### src/rtl/btn_pkg.sv
`default_nettype none
// ============================================================================
// Module      : btn_pkg
// Description : ULX3S push-button board constants shared by the debouncer.
// Revision    : 1.0 - initial release
// ============================================================================
package btn_pkg;

    localparam int                 BTN_COUNT           = 7;
    localparam logic [BTN_COUNT-1:0] BTN_ACTIVE_LOW_MASK = 7'b0000001;
    localparam int                 CLK_HZ              = 25_000_000;

    // 10 ms of settling and 1 s of hold at the board clock.
    localparam int                 DEBOUNCE_10MS       = CLK_HZ / 100;
    localparam int                 LONGPRESS_1S        = CLK_HZ;

endpackage : btn_pkg
`default_nettype wire

### src/rtl/btn_debounce_ch.sv
`default_nettype none
// ============================================================================
// Module      : btn_debounce_ch
// Description : One button channel: synchroniser, debounce, hold timer, pulses.
// Revision    : 1.0 - initial release
// ============================================================================
module btn_debounce_ch #(
    parameter int SYNC_STAGES      = 2,
    parameter int DEBOUNCE_CYCLES  = 4,
    parameter int LONGPRESS_CYCLES = 16
) (
    input  logic i_clk,
    input  logic i_reset,
    input  logic i_btn_n,
    output logic o_level,
    output logic o_press,
    output logic o_release,
    output logic o_long
);

    localparam int DEB_W  = $clog2(DEBOUNCE_CYCLES);
    localparam int HOLD_W = $clog2(LONGPRESS_CYCLES + 1);

    localparam logic [DEB_W-1:0]  c_deb_last = DEB_W'(DEBOUNCE_CYCLES - 1);
    localparam logic [HOLD_W-1:0] c_hold_max = HOLD_W'(LONGPRESS_CYCLES);
    localparam logic [HOLD_W-1:0] c_hold_pre = HOLD_W'(LONGPRESS_CYCLES - 1);

    if (SYNC_STAGES < 2) begin : g_chk_sync
        $error("btn_debounce_ch: SYNC_STAGES must be >= 2");
    end
    if (DEBOUNCE_CYCLES < 2) begin : g_chk_deb
        $error("btn_debounce_ch: DEBOUNCE_CYCLES must be >= 2");
    end
    if (LONGPRESS_CYCLES < 1) begin : g_chk_long
        $error("btn_debounce_ch: LONGPRESS_CYCLES must be >= 1");
    end

    logic [SYNC_STAGES-1:0] r_sync;
    logic [DEB_W-1:0]       r_deb_cnt;
    logic [HOLD_W-1:0]      r_hold;
    logic                   r_level;
    logic                   r_press;
    logic                   r_release;
    logic                   r_long;

    logic w_s;
    logic w_settled;
    logic w_level_nxt;

    assign w_s         = r_sync[SYNC_STAGES-1];
    assign w_settled   = (w_s != r_level) && (r_deb_cnt == c_deb_last);
    assign w_level_nxt = r_level ^ w_settled;

    always_ff @(posedge i_clk) begin
        if (i_reset) begin
            r_sync    <= '0;
            r_deb_cnt <= '0;
            r_hold    <= '0;
            r_level   <= 1'b0;
            r_press   <= 1'b0;
            r_release <= 1'b0;
            r_long    <= 1'b0;
        end else begin
            r_sync <= {r_sync[SYNC_STAGES-2:0], i_btn_n};

            if ((w_s == r_level) || w_settled) begin
                r_deb_cnt <= '0;
            end else begin
                r_deb_cnt <= r_deb_cnt + DEB_W'(1);
            end

            r_level   <= w_level_nxt;
            r_press   <= w_settled & ~r_level;
            r_release <= w_settled & r_level;

            // The press edge itself counts as hold cycle 1.
            if (!w_level_nxt) begin
                r_hold <= '0;
            end else if (r_hold != c_hold_max) begin
                r_hold <= r_hold + HOLD_W'(1);
            end

            r_long <= w_level_nxt && (r_hold == c_hold_pre);
        end
    end

    assign o_level   = r_level;
    assign o_press   = r_press;
    assign o_release = r_release;
    assign o_long    = r_long;

endmodule : btn_debounce_ch
`default_nettype wire

### src/rtl/btn_debounce.sv
`default_nettype none
// ============================================================================
// Module      : btn_debounce
// Description : Polarity-normalising debouncer for the ULX3S push-buttons.
// Revision    : 1.0 - initial release
// ============================================================================
module btn_debounce
    import btn_pkg::*;
#(
    parameter int                   NUM_BTN          = BTN_COUNT,
    parameter int                   SYNC_STAGES      = 2,
    parameter int                   DEBOUNCE_CYCLES  = DEBOUNCE_10MS,
    parameter int                   LONGPRESS_CYCLES = LONGPRESS_1S,
    parameter logic [NUM_BTN-1:0]   ACTIVE_LOW_MASK  = BTN_ACTIVE_LOW_MASK
) (
    input  logic               i_clk,
    input  logic               i_reset,
    input  logic [NUM_BTN-1:0] i_btn,
    output logic [NUM_BTN-1:0] o_level,
    output logic [NUM_BTN-1:0] o_press,
    output logic [NUM_BTN-1:0] o_release,
    output logic [NUM_BTN-1:0] o_long
);

    logic [NUM_BTN-1:0] w_norm;

    // Flip active-low pins so every channel sees 1 = pressed.
    assign w_norm = i_btn ^ ACTIVE_LOW_MASK;

    for (genvar g = 0; g < NUM_BTN; g++) begin : g_ch
        btn_debounce_ch #(
            .SYNC_STAGES      (SYNC_STAGES),
            .DEBOUNCE_CYCLES  (DEBOUNCE_CYCLES),
            .LONGPRESS_CYCLES (LONGPRESS_CYCLES)
        ) u_ch (
            .i_clk     (i_clk),
            .i_reset   (i_reset),
            .i_btn_n   (w_norm[g]),
            .o_level   (o_level[g]),
            .o_press   (o_press[g]),
            .o_release (o_release[g]),
            .o_long    (o_long[g])
        );
    end

endmodule : btn_debounce
`default_nettype wire

### config.mk
export PLATFORM = sky130hd
export DESIGN_NAME = btn_debounce
export DESIGN_NICKNAME = d
export VERILOG_FILES = /design/src/rtl/btn_pkg.sv /design/src/rtl/btn_debounce_ch.sv /design/src/rtl/btn_debounce.sv
export SDC_FILE = /design/constraint.sdc
export NUM_CORES = 1
export LEC_CHECK = 0
export CAP_MARGIN = 20
export CORE_UTILIZATION = 40
export DETAILED_ROUTE_END_ITERATION = 8
export PLACE_DENSITY_LB_ADDON = 0.1
export SETUP_SLACK_MARGIN = 0.4
export SLEW_MARGIN = 30
export SYNTH_ARGS = -nofsm -noshare
export SYNTH_HDL_FRONTEND = slang
export SYNTH_SLANG_ARGS = --single-unit
### constraint.sdc
create_clock -name i_clk -period 2.4 [get_ports i_clk]
set_input_delay 0.6 -clock i_clk [delete_from_list [all_inputs] [get_ports i_clk]]
set_output_delay 0.6 -clock i_clk [all_outputs]
set_load 0.02 [all_outputs]
Word level (Yosys, flattened, before mapping)
Cells that the tools add are included.
{"block": "totals", "ff_bits": 343, "latch_bits": 0, "mem_bits_rw": 0, "rom_bits": 0, "inputBits": 9, "output_inout_bits": 28, "elab_cells": 169, "n_memories": 0}
{"block": "classes", "n_addsub": 14, "n_mul": 0, "div_mod_pow": 0, "magnitude_cmp": 0, "n_eq_ne": 35, "n_shift": 0, "muxes": 0, "bitwise": 36, "n_reduce_logical": 35}
{"op": "$add A25 B1 Y25 const B", "n": 7}
{"op": "$eq A25 B25 Y1 const B", "n": 7}
{"op": "$ne A25 B25 Y1 const B", "n": 7}
{"op": "$add A18 B1 Y18 const B", "n": 7}
{"op": "$eq A18 B18 Y1 const B", "n": 7}
{"op": "$reduce_or A2 Y1", "n": 14}
{"op": "$not A1 Y1", "n": 15}
{"op": "$and A1 B1 Y1", "n": 14}
{"op": "$logic_and A1 B1 Y1", "n": 14}
{"op": "$eq A1 B1 Y1", "n": 7}
{"op": "$logic_or A1 B1 Y1", "n": 7}
{"op": "$ne A1 B1 Y1", "n": 7}
{"op": "$xor A1 B1 Y1", "n": 7}

Depth between registers and ports, before layout
Gate-level depths: netlist (run 1).
{"block": "depth", "word_depth": 5, "ltp_mapped": 8, "ltp_nobuf": 7}

By module
A second synthesis (run 1) with hierarchy kept.
{"block": "hier_totals", "hier_cells": 1793, "area_unflattened_um2": 16128.0}
{"mod": "btn_debounce_ch", "instances": 7, "cells_each": 256, "area_per_inst_um2": 2303.5, "seq_area_each_um2": 980.9}
{"mod": "btn_debounce", "instances": 1, "cells_each": 1, "area_per_inst_um2": 3.8, "seq_area_each_um2": 0.0}

Worst setup path after synthesis (run 1)
No wires, ideal clock.
{"block": "synth_timing", "path_type": "reg2reg", "from": "register g_ch[0].u_ch.r_deb_cnt[0]", "to": "register g_ch[0].u_ch.r_deb_cnt[10]", "setup_ps": 117, "arrival_ps": 1854, "t_required_ps": 2283, "slack_ps": 428, "stages_incl_launch_ff": 8, "path_buffers": 1, "synth_period_minus_slack_ps": 1972, "cell_sequence": "dfxtp_1 -> ha_1 -> nand3_1 -> or4_1 -> or2_2 -> nand2_1 -> buf_2 -> nor2_1"}
{"block": "synth_via", "elab_chain_len": 4, "word_cells_on_any_way": 5, "cone_classes": "add/sub: 1; eq/ne: 1; reduce/logical: 3"}
{"element": "from (decl)", "line": "btn_debounce_ch.sv:39", "text": "logic [DEB_W-1:0] r_deb_cnt;"}
{"element": "from (signal assigned)", "line": "btn_debounce_ch.sv:69", "text": "r_deb_cnt <= r_deb_cnt + DEB_W'(1);"}
{"element": "parallel branches: the longest is 4 deep, another holds $add A18 B1 Y18"}
Parallel ways; which one is timed is not known.
A chain may end at the register's enable or synchronous reset.

Worst setup path in the final report (run 1)
{"block": "layout_timing", "from": "register g_ch[0].u_ch.r_deb_cnt[0]", "to": "register g_ch[0].u_ch.r_hold[21]"}
{"block": "layout_via", "elab_chain_len": 5}
{"element": "$eq A18 B18 Y1", "line": "btn_debounce_ch.sv:51", "text": "assign w_settled = (w_s != r_level) && (r_deb_cnt == c_deb_last);"}
{"element": "$logic_and A1 B1 Y1", "line": "btn_debounce_ch.sv:51"}
{"element": "$xor A1 B1 Y1", "line": "btn_debounce_ch.sv:52", "text": "assign w_level_nxt = r_level ^ w_settled;"}
{"element": "$not A1 Y1 (no line)"}
{"element": "$reduce_or A2 Y1 (no line)"}
{"element": "to (signal assigned)", "line": "btn_debounce_ch.sv:80", "text": "r_hold <= r_hold + HOLD_W'(1);"}
{"element": "to (decl)", "line": "btn_debounce_ch.sv:40", "text": "logic [HOLD_W-1:0] r_hold;"}
No other way between the ends.

==> impl_summary.md, run 1 <==
Timing
Setup repair after global routing could not meet its margin everywhere. The final worst-path cycle share is 0.827. The number of slew-limit violations in the final report is 0. Clock skew on the completed layout was measured at 0.0117 ns. The maximum clock frequency is 504 MHz. The final critical delay including setup and external delays is 1.98 ns. The relative slew slack is 0.572. Setup violations remaining at the end of the flow were counted as 0. At the pin with the least slew margin, the transition time is 0.637 ns. The number of hold violations in the final report is 0. The total negative slack for setup checks is 0 ns. The tightest hold path in the finished design has a slack of 0.435 ns.

Synth
The primary flip-flop cell chosen by synthesis mapping is sky130_fd_sc_hd__dfxtp_1. The number of instances in the synthesized netlist is 1,733. In this run the mean area of a mapped cell was 8.69 µm². After synthesis the netlist holds a flip-flop and latch count of 343. The number of distinct library cells after synthesis is 47. The total standard cell area after synthesis is 15,100 µm². Yosys printed 0 warnings.

The share of the synthesized area in the top cell type is 0.456. The largest total area in the synthesized netlist belongs to sky130_fd_sc_hd__dfxtp_1. For this run, asynchronously set or reset flops after synthesis account for 0. Yosys mapped a number of flops with a built-in enable equal to 0.

The share of the Yosys chip area taken by registers is 0.456. When the netlist entered floorplanning its net count stood at 1,763. Yosys attributes the largest share of cell area to sky130_fd_sc_hd__dfxtp_1 (46%), sky130_fd_sc_hd__xor2_1 (9.0%), sky130_fd_sc_hd__nor2_1 (8.7%).

Routing
The average detailed-routed wire length per instance is 12.6 µm. After detailed routing, the number of remaining DRC violations is 0. Detailed routing inserted a total of 11,300 vias.

Using the TritonRoute via totals, the vias-per-cell ratio works out to 4.94. The total iterations of the first detailed-routing run is 5. Wires add up to 28,600 µm.

The detailed router finished its first iteration with 372 violations. The count of nets left with antenna violations once routing finished came out at 0.

GRT
The number of global-route vias before repair came to 10,500. The initial antenna violation count is 0. Across every metal layer, demand over resource in global routing totals 0.149.

Entering global routing, the biggest net connects 28 pins. After global routing the overflow that remains totals 0. The global-route wire length before repair is 49,100 µm.

Worst setup path
The worst endpoint required time is 2.81 ns. Among cell families on the critical path, the largest total delay comes from simple AND/OR/NAND/NOR gates. Traced cell by cell, the critical path runs through ha_4, nand3_4, or4_4, o21a_1, o21ai_4, clkbuf_16, nor2_1. Of all nets on the critical path, the largest fanout is 7.

The delay contributed by the slowest stage of the critical path is 0.49 ns. The kind of capture point of the worst setup path is a flip-flop. The worst setup path is of the reg2reg kind. The worst setup path is launched from a flip-flop. The arrival time at the worst endpoint is 2.40 ns. Together, buffers and inverters on the worst path number 1. The worst-case register-to-register setup slack is 0.42 ns. For this design, the slowest cell found on the critical path is sky130_fd_sc_hd__or4_4.

Status
The flow ran to the end, and the final reports show no timing, DRC or antenna violations.

Place
The number of buffers inserted by port buffering is 36. The HPWL reported at the end of detailed placement is 18,800 µm. Routability-driven placement finished with a final weighted congestion of 0.783.

Clocking
The CTS sink count is 343. Counting the buffers created by CTS gives 40. TritonCTS built the clock tree. The insertion delay of the later-clocked pin in the worst-skew pair is 0.52 ns. The CTS root buffer is sky130_fd_sc_hd__clkbuf_16.

Clock-pin slew was measured on the worst setup and hold paths at 0.06 ns. The number of buffers on the longest clock path is 3. In this run the number of H-tree levels came out at 2.

After clock tree synthesis, the flow added hold-fix buffers numbering 0.

Layout
The number of antenna diodes in the final layout is 0. The proportion of layout cells with a drive suffix above 1 is 0.0785. After filler insertion, the fill cell instance count of the layout stands at 3,575.

Compared with the post-synthesis result, the final layout area differs by 15.2%. The final layout net count is 1,812.

Hold path
The type of the most critical hold path is reg2reg.

Floorplan
From left edge to right edge, the die measures 196 µm. The initial core utilization is 0.409. The floorplan step defined a die boundary enclosing 38,400 µm². The top-level I/O count is 37. The number of placement rows is 70. In this run the standard cell core region covers 36,800 µm².

The chip height is 196 µm.

Pwr
The analysis attributes to cell leakage a power of 5.66 nW. The power per unit of standard cell area is 674 nW/µm². The maximum VDD drop is 414 µV.

Flow run
The number of violations of the max-capacitance limit is 0.
cells in the mapped netlist (3+ instances only):
cell	count
sky130_fd_sc_hd__xnor2_1	113
sky130_fd_sc_hd__dfxtp_1	343
sky130_fd_sc_hd__nor4_2	4
sky130_fd_sc_hd__xor2_1	154
sky130_fd_sc_hd__buf_4	30
sky130_fd_sc_hd__and3_1	51
sky130_fd_sc_hd__nor4bb_1	3
sky130_fd_sc_hd__inv_1	51
sky130_fd_sc_hd__o21ai_1	4
sky130_fd_sc_hd__nand4_1	78
sky130_fd_sc_hd__or3b_2	3
sky130_fd_sc_hd__nand2_1	106
sky130_fd_sc_hd__ha_1	21
sky130_fd_sc_hd__nand3_1	123
sky130_fd_sc_hd__nor4b_1	20
sky130_fd_sc_hd__nor2b_1	16
sky130_fd_sc_hd__nor2_1	350
sky130_fd_sc_hd__nor3_1	55
sky130_fd_sc_hd__or4_1	9
sky130_fd_sc_hd__or2_2	9
sky130_fd_sc_hd__o21a_1	5
sky130_fd_sc_hd__and2_1	16
sky130_fd_sc_hd__and4_1	23
sky130_fd_sc_hd__buf_2	16
sky130_fd_sc_hd__o21ai_0	5
sky130_fd_sc_hd__nand2b_1	16
sky130_fd_sc_hd__nor3b_1	5
sky130_fd_sc_hd__clkbuf_1	17
sky130_fd_sc_hd__mux2i_1	7
sky130_fd_sc_hd__a21oi_1	18
sky130_fd_sc_hd__nor4_1	29
sky130_fd_sc_hd__or3_1	10
sky130_fd_sc_hd__o21ai_2	3
repair_timing:
| item | CTS | global route |
|---|---|---|
| gates resized for setup | 35 | 27 |
| pin swaps | 1 | 5 |
| cloned | 1 | 3 |
| buffers inserted | 1 | 5 |
| endpoints found under the setup margin | 72 | 178 |
flip-flops by register name, indices dropped and copies added (netlist names):
name                 count
g_ch.u_ch.o_release      7
g_ch.u_ch.o_long         7
g_ch.u_ch.r_deb_cnt    126
g_ch.u_ch.r_sync        14
g_ch.u_ch.o_level        7
g_ch.u_ch.r_hold       175
g_ch.u_ch.o_press        7
routing by layer:
layer | global-route usage | wire length (µm) | up-vias
li1 | - | - | 5911
met3 | 0.0306 | 895 | 37
met1 | 0.206 | 14800 | 5177
met2 | 0.237 | 12400 | 126
met4 | 0.0417 | 497 | 0
met5 | 0 | 0 | -
where the power goes:
part           leakage [nW]  switching, W  internal [W]  total (W)
clock                 0.626       0.00228       0.00362    0.00589
sequential             2.77    0.00000714       0.00571    0.00572
combinational          2.27     0.0000448     0.0000304  0.0000753
cells in the final DEF, fill, tap and decap left out, drive strengths merged, types with 20 or more instances in the layout:
cell type / count
nand4: 79
dlygate4sd2: 28
nor2: 350
nand2: 106
buf: 34
xnor2: 113
nor3: 57
and3: 51
nor4b: 20
nand3: 123
and4: 23
clkbuf: 65
nor4: 33
ha: 21
dfxtp: 343
xor2: 154
inv: 52
cells by family after synthesis:
group / synth area share
AO/OA/AOI/OAI: 0.0166
XOR/XNOR: 0.155
adder cells (fa/ha/maj): 0.0175
buffers and inverters: 0.0377
flip-flops: 0.456
multiplexers: 0.00465
AND/OR/NAND/NOR: 0.312
stage by stage:
step | cell area [µm²] | instances | setup slack (ns) | power (W) | util
2_1_floorplan | 15100 | 1733 | 0.428 | 0.00588 | -
3_3_place_gp | 15900 | 2198 | 0.364 | 0.00591 | 0.431
3_5_place_dp | 15900 | 2198 | 0.331 | 0.00592 | 0.431
4_1_cts | 17100 | 2268 | 0.414 | 0.0119 | 0.466
5_1_grt | 17300 | 2276 | 0.351 | 0.0121 | 0.471
6_report | 17300 | 2276 | 0.416 | 0.0117 | 0.471
cell type report:
cell class              count  area [µm²]  share of cell area
repair buffers             71         667              0.0385
flip-flops and latches    343        6870               0.396
clock inverters             5        78.8             0.00454
well taps                 468         586              0.0338
multi-input cells        1274        7740               0.447
clock buffers              63        1200              0.0691
inverters                  52         195              0.0113
worst paths after layout:
kind / end / from / cells after the start
setup / recovery: g_ch[0].u_ch.r_hold[21] / g_ch[0].u_ch.r_deb_cnt[0] / 7
setup reg to reg: g_ch[0].u_ch.r_hold[21] / g_ch[0].u_ch.r_deb_cnt[0] / 7
hold reg to reg: g_ch[4].u_ch.r_sync[1] / g_ch[4].u_ch.r_sync[0] / 1
hold / removal: g_ch[4].u_ch.r_sync[1] / g_ch[4].u_ch.r_sync[0] / 1
(Power assumes the default switching activity.)
==> inputs of run 2 (changes only) <==
clock period = 1.79 ns   (was 2.4 ns; I/O delays follow)
==> run 2 against run 1 <==
The flow now finishes with violations (negative setup slack). Via count increased by 7.3%. Non-clock buffer count up 152. Routed wire length rose by 17%. Cell count increased by 6.8%. Sequential power is 34% higher. Register-to-register slack lost 0.45 ns. Critical path depth did not move. Critical path type unchanged. Critical endpoint is now g_ch[0].u_ch.r_hold[2]. Largest cell class unchanged.
==> impl_summary.md, run 2 (synthesis gave the netlist of run 1 again) <==
Routing
Dividing the detail-routed via count by the number of cells gives 4.97. The total via count after detailed routing is 12,100. For this run, design rule violations remaining after detail routing come to 0. The iteration-0 DRC count of the detailed router is 423.

The count of antenna-violating nets left after detailed routing is 0. The average detailed-routed wire length per instance is 13.8 µm. The first TritonRoute pass finished after 4 iterations. For this block, the routed nets add up to 33,500 µm of wire.

Worst setup path
Of all nets on the critical path, the largest fanout is 27. The critical path in this run is classified as reg2reg. The launch point of the worst reg-to-reg path is g_ch[0].u_ch.r_deb_cnt[1].

The worst reg-to-reg path cell count is 7. STA classifies the critical path startpoint as a flip-flop. The most critical setup path has its startpoint at g_ch[0].u_ch.r_deb_cnt[1]. The arrival time at the worst endpoint is 2.25 ns.

For flop-to-flop paths, the worst setup slack is -0.03 ns. The worst register-to-register path ends at g_ch[0].u_ch.r_hold[2]. The worst setup path is captured at a flip-flop. The worst endpoint required time is 2.22 ns.

Layout
The multi-input combinational cells in the finished layout cover a total of 9880 µm². The commonest non-fill, non-tap cell in the layout is sky130_fd_sc_hd__dfxtp_1. After filler insertion, the fill cell instance count of the layout stands at 3,218. The area growth from synthesis to layout is 42.4%. The final layout net count is 1,965.

The proportion of layout cells with a drive suffix above 1 is 0.376. The largest registers in the layout are g_ch.u_ch.r_hold: 175 flops, g_ch.u_ch.r_deb_cnt: 126 flops, g_ch.u_ch.r_sync: 14 flops. The register area is 7050 µm².

The register ranked first by flip-flop count is g_ch.u_ch.r_hold. In the layout the commonest cells are sky130_fd_sc_hd__dfxtp_1 (237), sky130_fd_sc_hd__nor2_1 (187), sky130_fd_sc_hd__xor2_1 (147). The register with the most flip-flops in the layout has 175 of them. The final standard cell count with taps included and fillers excluded is 2,430. 0 antenna diodes ended up in the layout.

Floorplan
The top-level I/O count is 37. The core outline area is 36,800 µm². The die covers 38,400 µm².

The initial core utilization is 0.409. The horizontal die dimension is 196 µm. The floorplan step set the die height to 196 µm. The floorplan has 70 rows.

Pwr
Summing internal, switching and leakage power gives 0.0159 W. The worst-case IR drop observed on VDD is 602 µV. The static power due to leakage is 7.10 nW. The power per unit of standard cell area is 744 nW/µm².

Timing
The final critical delay including setup and external delays is 1.82 ns. Of the available clock period, the critical path in the final layout requires 1.02. For the pin with the worst max-slew slack, the measured transition is 0.594 ns. The relative slew slack is 0.604.

The number of hold violations in the final report came to 0. The setup violation total in the final timing report is 27. The total negative slack for setup checks is -0.549 ns.

The clock skew after layout is 0.00973 ns. Across all setup checks in the final design, the least slack found is -0.0311 ns. Setup repair after global routing could not meet its margin everywhere. The number of slew-limit violations in the final report is 0. Timing would allow up to 549 MHz.

Place
The cell total after placement is 2,280. At the end of routability-driven placement, the weighted congestion stood at 0.771. During placement, the flow inserted port buffers numbering 36.

At the placement stage, the worst setup path has a slack of -0.0422 ns. Once detailed placement completed, the half-perimeter wirelength came to 20,100 µm.

Clocking
Clock tree synthesis inserted a total of 40 buffers. The cell sitting at the root of the clock tree is a sky130_fd_sc_hd__clkbuf_16. The tree built by TritonCTS fans out to 343 sinks. After clock tree synthesis, the clock-pin slew on the worst setup and hold paths is 0.06 ns. The clock tree from TritonCTS is yes. The CTS H-tree depth is 2.

The insertion delay of the later-clocked pin in the worst-skew pair is 0.54 ns. The number of buffers on the longest clock path is 3.

Status
The final reports fail on negative setup slack. The flow ran to the end, but the final reports show violations.

GRT
In the global route stage, overall resource usage came out at 0.173. The initial antenna violation count came to 0. The maximum number of pins on one net before global-route repair is 34. The first global-routing pass estimated 56,200 µm of wire. The number of global-route vias before repair came to 11,700. The total overflow reported by the global router is 0.

Hold path
The cell depth of the worst hold path is 3. The type of the most critical hold path is in2reg. The startpoint of the lowest-slack hold path is i_reset.

For hold timing, the worst endpoint is g_ch[3].u_ch.r_sync[0].

Flow run
Max-cap violations in this run came to 0.
[run 2: changes by cell type in the layout (fill, tap and decap cells not counted), moves of 15 or more]
| cell | change |
|---|---|
| sky130_fd_sc_hd__dfxtp_2 | +83 |
| sky130_fd_sc_hd__nor2_1 | -160 |
| sky130_fd_sc_hd__buf_6 | +40 |
| sky130_fd_sc_hd__nor2_4 | +111 |
| sky130_fd_sc_hd__dlygate4sd2_1 | -28 |
| sky130_fd_sc_hd__nor2_2 | +49 |
| sky130_fd_sc_hd__dfxtp_1 | -102 |
| sky130_fd_sc_hd__dfxtp_4 | +19 |
| sky130_fd_sc_hd__nor4b_1 | -15 |
| sky130_fd_sc_hd__nor3_1 | -21 |
| sky130_fd_sc_hd__buf_4 | +108 |
[run 2: stage by stage]
step	util	hold WS, ns	cell area, µm²
floorplan	-	0.408	15600
global placement	0.461	0.420	17000
detailed placement	0.461	0.425	17000
CTS	0.536	0.327	19700
global route	0.583	0.349	21400
finish	0.583	0.360	21400
[run 2: critical path, cell delays in order, from the launching register on]
cell and delay [ns]:
sky130_fd_sc_hd__dfxtp_2 0.35, sky130_fd_sc_hd__ha_4 0.15, sky130_fd_sc_hd__nand3_4 0.07, sky130_fd_sc_hd__or4_4 0.51, sky130_fd_sc_hd__o21a_1 0.23, sky130_fd_sc_hd__o21ai_4 0.15
sky130_fd_sc_hd__buf_12 0.19, sky130_fd_sc_hd__a21oi_1 0.05
[run 2: what timing repair did]
action                     4_1_cts  5_1_grt
resized for setup              389      363
cloned                          13        7
hold endpoints to repair         0        0
setup buffers                   40       21
pin swaps                      142       96
hold buffers                     0        0
setup endpoints to repair      343      350
[run 2: cell type report]
cell class | instances | share of cell area
tap | 468 | 0.0273
timing repair buffer | 223 | 0.112
clock buffer | 61 | 0.0575
sequential | 343 | 0.329
inverter | 52 | 0.00934
clock inverter | 8 | 0.00420
multi-input combinational | 1275 | 0.461
[run 2: layer usage]
layer	GRT usage	vias to the layer above	wire (µm)
met3	0.0282	52	978
li1	-	6241	-
met5	0	-	0
met2	0.285	115	15900
met4	0.0587	0	793
met1	0.229	5668	15800
[run 2: how the worst max path moves through the flow]
| stage | slack, ns | endpoint |
|---|---|---|
| CTS | -0.02 | g_ch[0].u_ch.r_hold[21] |
| global placement | -0.01 | g_ch[0].u_ch.r_hold[2] |
| floorplan | -0.03 | g_ch[5].u_ch.r_hold[10] |
| finish | -0.03 | g_ch[0].u_ch.r_hold[2] |
| detailed placement | -0.04 | g_ch[0].u_ch.r_hold[2] |
| global route | -0.10 | g_ch[0].u_ch.r_hold[2] |
[run 2: power by group]
group	total [W]	switching, W	internal [W]
sequential	0.00764	0.0000123	0.00762
clock	0.00816	0.00315	0.00500
combinational	0.000147	0.0000837	0.0000638
==> inputs of run 3 (changes only) <==
SETUP_SLACK_MARGIN = 0.1   (was 0.4)
==> run 3 against run 2 <==
The flow still finishes with violations (negative setup slack). Routed wire length down 3.0%. Worst setup slack worse by 0.0032 ns. Utilization is 2.9 points lower. Sequential power about the same. Cell count decreased by 0.62%. Die area stayed put. Count of clock-buffer cells in the layout is 1 lower. Via count barely moved. Sequential share of layout area increased by 1.2 points. Global-route usage is 1.3 points lower. Worst hold slack lost 0.056 ns.
==> impl_summary.md, run 3 (synthesis gave the netlist of run 1 again) <==
Timing
At the pin with the least slew margin, the transition time is 0.577 ns. Derived from the worst setup path, the maximum achievable clock frequency is 548 MHz. The relative slew slack is 0.615. For the final routed database, the setup TNS stands at -0.562 ns.

The number of slew-limit violations in the final report is 0. The clock arrives with 0.0104 ns of skew. The final hold slack is 0.304 ns.

Setup repair after global routing could not meet its margin everywhere. After layout, the minimum clock period comes to 1.82 ns. The setup violation total in the final timing report is 27. The number of hold violations in the final report came to 0. The final worst-path cycle share is 1.02. The final worst slack is -0.0343 ns.

Routing
Wires add up to 32,500 µm. The count of antenna-violating nets left after detailed routing is 0. The total met3 wirelength after detailed routing is 1150 µm. After detailed routing, no signal wire sits above met4.

The detail-routed via count per cell is 5.00. The average detailed-routed wire length per instance is 13.5 µm. The number of design rule violations left after detail routing is 0.

The total via count after detailed routing is 12,100. In this run, the number of DRC markers left after iteration 0 of detailed routing was 380. The sum of met2 wire segment lengths after detailed routing is 15,300 µm. In the final routing, the length of wire on met1 measures 15,500 µm. The first detailed-routing pass ran for 5 iterations.

Worst setup path
Data arrives at the worst endpoint at 2.25 ns. In this design, the stage delay of the slowest critical-path cell is 0.51 ns. The critical path runs through a total of 7 cells. The worst endpoint required time is 2.22 ns. The critical path goes through ha_4, nand3_2, or4_4, o21a_1, o21ai_4, buf_12, nor2_1. STA classifies the critical path endpoint as a flip-flop. The worst reg-to-reg path cell count is 7. The slowest stage of the critical path belongs to the cell sky130_fd_sc_hd__or4_4. In this run the worst path has a maximum fanout of 27. The number of buffers and inverters on the critical path is 1. The worst setup path is of the reg2reg kind.

Among cell families on the critical path, the largest total delay comes from simple AND/OR/NAND/NOR gates. The sort of element at the start of the critical path is a flip-flop.

Place
The weighted congestion reported at the end of routability-driven placement is 0.774. Detailed placement finished with a half-perimeter wire length of 20,200 µm. The number of buffers inserted by port buffering is 36.

Pwr
The static power due to leakage is 6.72 nW. IR analysis of the VDD net gives a maximum drop of 546 µV. Power spread over the standard cell area amounts to 797 nW/µm².

Clocking
The insertion delay of the later-clocked pin in the worst-skew pair is 0.54 ns. The number of buffers inserted during clock tree synthesis is 40. TritonCTS built the clock tree. The cell sitting at the root of the clock tree is a sky130_fd_sc_hd__clkbuf_16. The longest clock path from root to sink contains 3 buffers. After clock tree synthesis, the clock-pin slew on the worst setup and hold paths is 0.06 ns. The H-tree was split into 2 levels. For this design, the sink count on the clock tree is 343.

GRT
Entering global routing, the biggest net connects 28 pins. The initial antenna violation count is 0. The first global-routing pass estimated 52,300 µm of wire. The overall fraction of global-route tracks in use is 0.160. The number of global-route vias before repair is 11,300. The total overflow reported by the global router is 0.

Floorplan
The top-level I/O count is 37. The chip height is 196 µm. The die covers 38,400 µm². The die is 196 µm wide. The number of placement rows is 70. The core outline area is 36,800 µm². The initial core utilization is 0.409.

Layout
Relative to the synthesized area, the layout overhead comes to 35.4%. Leaving out fill and tap cells, the most frequent cells in the layout are sky130_fd_sc_hd__dfxtp_1 (294), sky130_fd_sc_hd__nor2_1 (234), sky130_fd_sc_hd__xor2_1 (150). The library cell used most frequently in the layout, excluding fill and tap cells, is sky130_fd_sc_hd__dfxtp_1.

The final layout net count is 1,948. The register ranked first by flip-flop count is g_ch.u_ch.r_hold. The register with the most flip-flops in the layout has 175 of them. The antenna diode count is 0. Of the cells placed in the final design, the portion with a size suffix greater than 1 is 0.279. In the final layout, the registers with the most flip-flops are g_ch.u_ch.r_hold: 175 flops, g_ch.u_ch.r_deb_cnt: 126 flops, g_ch.u_ch.r_sync: 14 flops.

Hold path
The worst hold path passes through 2 cells. The type of the most critical hold path is in2reg.

Status
The checks that failed: negative setup slack. The run finished, with violations left.

Flow run
The tool flagged a number of max-cap violations equal to 0.
[run 3: cell types whose count changed in the layout (fill, tap and decap cells not counted), moves of 10 or more]
cell and delta:
sky130_fd_sc_hd__dfxtp_1 +57, sky130_fd_sc_hd__dlygate4sd2_1 +17, sky130_fd_sc_hd__nor2_2 -32, sky130_fd_sc_hd__xnor2_1 +10, sky130_fd_sc_hd__dfxtp_2 -44, sky130_fd_sc_hd__dfxtp_4 -13, sky130_fd_sc_hd__nor2_4 -15, sky130_fd_sc_hd__buf_6 -35
sky130_fd_sc_hd__nor2_1 +47
[run 3: path summary, 6_finish.rpt]
check / slack [ns] / to / from
setup / recovery: -0.03 / g_ch[0].u_ch.o_long / g_ch[0].u_ch.r_deb_cnt[1]
hold / removal: 0.30 / g_ch[5].u_ch.o_press / i_reset
setup reg to reg: -0.03 / g_ch[0].u_ch.o_long / g_ch[0].u_ch.r_deb_cnt[1]
hold reg to reg: 0.44 / g_ch[4].u_ch.r_sync[1] / g_ch[4].u_ch.r_sync[0]
[run 3: per-layer routing]
metal	up-vias	GRT usage
li1	6202	-
met1	5696	0.211
met2	123	0.263
met3	49	0.0346
met4	0	0.0466
met5	-	0
[run 3: power breakdown]
group / switching, W / leakage [nW] / internal (W)
logic: 0.0000871 / 3.25 / 0.0000657
registers: 0.0000119 / 2.79 / 0.00764
clock network: 0.00318 / 0.684 / 0.00525
total: 0.00327 / 6.72 / 0.0130
[run 3: layout make-up]
class / instances / area (µm²)
clock buffer: 60 / 1220
clock inverter: 11 / 155
fill: 3315 / 16400
inverter: 52 / 198
multi-input combinational: 1275 / 9240
sequential: 343 / 6950
tap: 468 / 586
timing repair buffer: 206 / 2040
[run 3: repair_timing]
item / in CTS / in global routing
endpoints found under the setup margin: 196 / 277
gates resized for setup: 87 / 383
hold buffers: 0 / 0
pin swaps: 9 / 178
buffers inserted: 4 / 22
gates cloned: 2 / 15
[run 3: per-stage QoR]
| step | std cells | power (W) | cell area [µm²] | worst slack, ns | util |
|---|---|---|---|---|---|
| 6_report | 2415 | 0.0162 | 20400 | -0.0343 | 0.554 |
| 5_1_grt | 2415 | 0.0169 | 20400 | -0.111 | 0.554 |
| 4_1_cts | 2378 | 0.0165 | 18400 | -0.0382 | 0.501 |
| 3_5_place_dp | 2301 | 0.00795 | 16800 | -0.0357 | 0.457 |
| 3_3_place_gp | 2301 | 0.00795 | 16800 | -0.0273 | 0.457 |
| 2_1_floorplan | 1733 | 0.00788 | 15200 | -0.0290 | - |
[run 3: worst register-to-register path, cell delays in order (launching register included)]
cell                      delay [ns]
sky130_fd_sc_hd__dfxtp_2        0.35
sky130_fd_sc_hd__ha_4           0.14
sky130_fd_sc_hd__nand3_2        0.08
sky130_fd_sc_hd__or4_4          0.51
sky130_fd_sc_hd__o21a_1         0.23
sky130_fd_sc_hd__o21ai_4        0.15
sky130_fd_sc_hd__buf_12         0.19
sky130_fd_sc_hd__nor2_1         0.07
